--- src/rtl/alu_result_stage.sv ---
// Registered result stage after the 16-bit ALU: derives zero/neg/jump at push,
// buffers entries in a small valid/ready FIFO and counts delivered results.
module alu_result_stage #(
    parameter int DEPTH = 2,
    parameter int W     = 16
) (
    input  logic         clk,
    input  logic         rst,
    input  logic         in_valid,
    output logic         in_ready,
    input  logic [W-1:0] in_data,
    input  logic         in_lt,
    input  logic         in_eq,
    input  logic         in_gt,
    output logic         out_valid,
    input  logic         out_ready,
    output logic [W-1:0] out_data,
    output logic         out_zero,
    output logic         out_neg,
    output logic         out_jump,
    output logic [15:0]  res_count
);

    localparam int AW = $clog2(DEPTH);
    localparam int CW = AW + 1;
    localparam int EW = W + 3;
    localparam logic [CW-1:0] FULL_COUNT = CW'(DEPTH);

    // Entry layout: {data, zero, neg, jump}
    logic [EW-1:0] mem_reg [DEPTH];
    logic [AW-1:0] rd_ptr_reg;
    logic [AW-1:0] wr_ptr_reg;
    logic [CW-1:0] count_reg;
    logic [15:0]   res_count_reg;

    logic          push;
    logic          pop;
    logic          zero_next;
    logic          neg_next;
    logic          jump_next;
    logic [EW-1:0] entry_next;
    logic [EW-1:0] head;

    assign in_ready  = !rst && (count_reg != FULL_COUNT);
    assign out_valid = !rst && (count_reg != '0);
    assign push      = in_valid && in_ready;
    assign pop       = out_valid && out_ready;

    assign zero_next  = (in_data == '0);
    assign neg_next   = in_data[W-1];
    assign jump_next  = (in_lt && neg_next) || (in_eq && zero_next) ||
                        (in_gt && !neg_next && !zero_next);
    assign entry_next = {in_data, zero_next, neg_next, jump_next};

    assign head = mem_reg[rd_ptr_reg];

    // Head fields are masked so an empty FIFO never exposes stale entries.
    assign out_data  = out_valid ? head[EW-1:3] : '0;
    assign out_zero  = out_valid & head[2];
    assign out_neg   = out_valid & head[1];
    assign out_jump  = out_valid & head[0];
    assign res_count = res_count_reg;

    always_ff @(posedge clk) begin
        if (rst) begin
            for (int i = 0; i < DEPTH; i++) begin
                mem_reg[i] <= '0;
            end
        end else if (push) begin
            for (int i = 0; i < DEPTH; i++) begin
                if (wr_ptr_reg == AW'(i)) begin
                    mem_reg[i] <= entry_next;
                end
            end
        end
    end

    always_ff @(posedge clk) begin
        if (rst) begin
            rd_ptr_reg    <= '0;
            wr_ptr_reg    <= '0;
            count_reg     <= '0;
            res_count_reg <= '0;
        end else begin
            if (push) begin
                wr_ptr_reg <= wr_ptr_reg + 1'b1;
            end
            if (pop) begin
                rd_ptr_reg    <= rd_ptr_reg + 1'b1;
                res_count_reg <= res_count_reg + 16'd1;
            end
            case ({push, pop})
                2'b10:   count_reg <= count_reg + 1'b1;
                2'b01:   count_reg <= count_reg - 1'b1;
                default: count_reg <= count_reg;
            endcase
        end
    end

endmodule
--- config.mk ---
export PLATFORM = sky130hd
export DESIGN_NAME = alu_result_stage
export DESIGN_NICKNAME = d
export VERILOG_FILES = /design/src/rtl/alu_result_stage.sv
export SDC_FILE = /design/constraint.sdc
export NUM_CORES = 1
export LEC_CHECK = 0
export CAP_MARGIN = 40
export CELL_PAD_IN_SITES_DETAIL_PLACEMENT = 2
export CELL_PAD_IN_SITES_GLOBAL_PLACEMENT = 2
export CORE_UTILIZATION = 28
export DETAILED_ROUTE_END_ITERATION = 6
export HOLD_SLACK_MARGIN = 0.05
export PLACE_DENSITY_LB_ADDON = 0.1
export SLEW_MARGIN = 10
export SYNTH_ARGS = -nofsm -noshare
export SYNTH_HDL_FRONTEND = slang
export SYNTH_SLANG_ARGS = --single-unit
--- constraint.sdc ---
create_clock -name clk -period 3.1 [get_ports clk]
set_clock_uncertainty 0.2 [all_clocks]
set_input_delay 0.93 -clock clk [delete_from_list [all_inputs] [get_ports clk]]
set_output_delay 0.93 -clock clk [all_outputs]
set_load 0.01 [all_outputs]
==> metrics, run 1 <==
via count of the first global-routing pass=2002; total negative slack=0 ns; number of hold-slack violations in the final timing report=0; number of nets in the synthesized netlist=241; Setup violations, final=0; count of antenna-violating nets left after detailed routing=0; transition time at the pin with the least slew margin=0.538 ns; cell type contributing the most total cell area after synthesis=edfxtp_1; antenna cells=0; area added between synthesis and finish=42.1%; worst relative slew slack=64.1%; leakage power total=1.31 nW; max cap viols=0; simple-gate area share of the yosys netlist=17.3%; Synth area leaders=edfxtp_1 (44%), dfxtp_1 (17%), mux2i_1 (7.7%); count of unique library cells instantiated by Yosys=31; peak fanout along the critical path=5; synthesized netlist cell count=216; max reg flops=36; maximum number of pins on one net before global-route repair=26; sequential element share of the synthesized area=60.5%; nature of the critical path endpoint=output port; PortBufs=59; end of the worst register-to-register path=res_count[14]$_SDFFE_PP0P_; vias post-DR=1909; fraction of final layout cells with drive strength greater than 1=13.8%; portion of the clock cycle consumed by the worst path in the final layout=96.1%; maximum vdd ir drop=0.182 mV; PD cells=538 nW/um^2; worst hold margin=0.310 ns; Die ar.=9250 um^2; startpoint of the worst-slack reg-to-reg timing path=count_reg[1]$_SDFFE_PP0P_; Hold WC Path Type=reg -> reg; number of max-slew violations in the final report=0; standard cell core area=8380 um^2; fraction of power spent switching nets=23.1%; final standard cell utilization of the core=42.1%; Tot Pwr=0.00190 W; number of antenna violations at the first check in global routing=0; mux cell area share after synthesis=7.66%; Worst Setup Start Kind=primary input; first-pass GRT wire length=10100 um; post-synthesis compound-gate area fraction=6.20%; Wirelength per Cell=16.1 um; Buf/Inv on CP=3; largest family of logic cells by synthesized area=simple AND/OR/NAND/NOR gates; gr usage total=15.2%; Post-CTS Hold Fix Bufs=0; mean instance size in the synthesized netlist=11.5 um^2; clock transition at the register clock pins on the worst setup and hold paths after CTS=0.06 ns; # clock sinks=57; drt pass-1 iters=4; Chip Height=96.2 um; CTS Buf Count=9; data arrival time of the critical path=1.85 ns; share of power burned in registers=46.5%; Iter 0 DRT Violations=15; maximum level of the CTS H-tree=3; critical path cell sequence=clkdlybuf4s15_2 -> o21bai_4 -> buf_4 -> nor2_1 -> buf_2; Routed Wire Length=6460 um; number of warnings printed during yosys synthesis=0; Combinational Power Share=11.8%; num ports=60; portion of synthesized cell area occupied by the leading cell type=43.5%; post-synthesis share of cell area spent on xor and xnor gates=3.88%; row count=33; worst reg2reg path depth=6; number of logic stages on the critical path including buffering=5; maximum clock frequency=336 MHz; minimum setup slack after placement=-0.521 ns; cell with the largest stage delay on the worst path=clkdlybuf4s15_2; flip-flop and latch count after synthesis=57; worst setup slack after layout=0.119 ns; adder and majority gate portion of the synthesized area=1.01%; die span in x=96.2 um; cell area after synthesis=2480 um^2; P_sw=0.000439 W; worst hold path depth=2; HPWL after detailed placement=4380 um; DRC violations left=0; internal power=0.00146 W; kind of critical path=in -> out; Clk Tree Root Cell=clkbuf_8; maximum count of clock buffers along a single path=2; Final GP Congestion=0.646; Reg2Reg Setup Slack=0.38 ns; top cell family by delay on the critical path=buffers and inverters; worst path required time=1.97 ns; via/cell ratio=4.75; critical path startpoint=rst; clock tree from TritonCTS=done; setup repair after global routing missed its margin=no; fin nets=317; leftover overflow at the end of global routing=0; Critical Path Max Stage Delay=0.24 ns; Setup crit end=out_data[11]; minimum clock period after layout=2.98 ns; share of total power in the clock network=41.7%; starting density of the core=29.6%; insertion delay of the later-clocked pin in the worst-skew pair=0.33 ns; result of the run=finished clean; hold_sp=res_count[15]$_SDFFE_PP0P_
[cells in the mapped netlist, drive strengths merged]
cell type,count
or4,2
or3,10
edfxtp,36
a211oi,1
dfxtp,21
a21o,2
ha,2
mux2i,19
nor4,4
xor2,3
xnor2,8
and4,1
nor2b,1
o21ai,9
a21oi,11
nand2,4
o21bai,2
nand4,5
inv,7
nand3,5
and2,17
nor3,3
nor2,30
nor3b,1
buf,4
clkbuf,8
[stage by stage]
| stage | std cells | area (um^2) |
|---|---|---|
| detailed placement | 382 | 3270 |
| global route | 402 | 3530 |
| finish | 402 | 3530 |
| floorplan | 216 | 2480 |
| global placement | 382 | 3270 |
| CTS | 402 | 3530 |
[power by group through the flow]
stage	Combinational (W)	Clock [W]	Sequential, W
2_1_floorplan	0.000110	0	0.000887
3_3_place_gp	0.000223	0	0.000889
3_5_place_dp	0.000226	0	0.000893
4_1_cts	0.000231	0.000820	0.000883
5_1_grt	0.000246	0.000848	0.000886
6_report	0.000224	0.000792	0.000882
[final cells by class]
class / count / area [um^2]
multi-input combinational: 142 / 942
clock buffer: 11 / 151
sequential: 57 / 1500
tap: 105 / 131
clock inverter: 5 / 77.6
inverter: 7 / 26.3
timing repair buffer: 75 / 698
fill: 867 / 4850
[layout by cell type (no fill, tap or decap), types with 2 or more instances in the layout]
master and count:
nor4_1 4, a21oi_1 11, clkinv_2 2, edfxtp_1 36, nand4_1 5, or4_1 2
or3_1 10, nor2_2 2, ha_1 2, o21ai_0 9, mux2i_1 19, clkdlybuf4s50_1 37
clkbuf_8 11, nand3_1 5, inv_1 7, nor2_1 28, nand2_1 4, o21bai_4 3
xnor2_1 8, dfxtp_1 21, and2_1 17, nor3_1 3, bufinv_16 2, a21o_1 2
buf_4 14, xor2_1 3, dlygate4sd2_1 20
[worst min path at each step]
| stage | end | slack, ns |
|---|---|---|
| after floorplan | flop | 0.28 |
| after global placement | res_count[15]$_SDFFE_PP0P_ | 0.27 |
| after detailed placement | res_count[15]$_SDFFE_PP0P_ | 0.31 |
| after CTS | res_count[15]$_SDFFE_PP0P_ | 0.32 |
| after global routing | res_count[15]$_SDFFE_PP0P_ | 0.32 |
| final | res_count[15]$_SDFFE_PP0P_ | 0.31 |
[timing repair]
item,4_1_cts,5_1_grt
gates resized for setup,32,0
setup endpoints to repair,23,0
buffers inserted,2,0
[tightest hold or removal path, cell delays in order, from the launching register on]
cell,delay (ns)
dfxtp_1,0.32
o21ai_0,0.08
a21oi_1,0.06
[layer usage]
layer	routed length, um	global-route usage (%)
met1	2830	18.7
met4	93	5.10
met5	0	0
met2	3200	25.3
met3	337	4.42
[cell families after synthesis]
logic type      count (synthesis)
mux                            19
compound gates                 25
fa+ha+maj                       2
flops                          57
xor+xnor                       11
simple gates                   83
buf+inv                        19
No activity file was read; power rests on OpenSTA's default activity.
==> run 2, diff against run 1 <==
SLEW_MARGIN = default   (was 10)
==> results of run 2 <==
The final DEF is identical to that of run 1; final timing and power are the same.
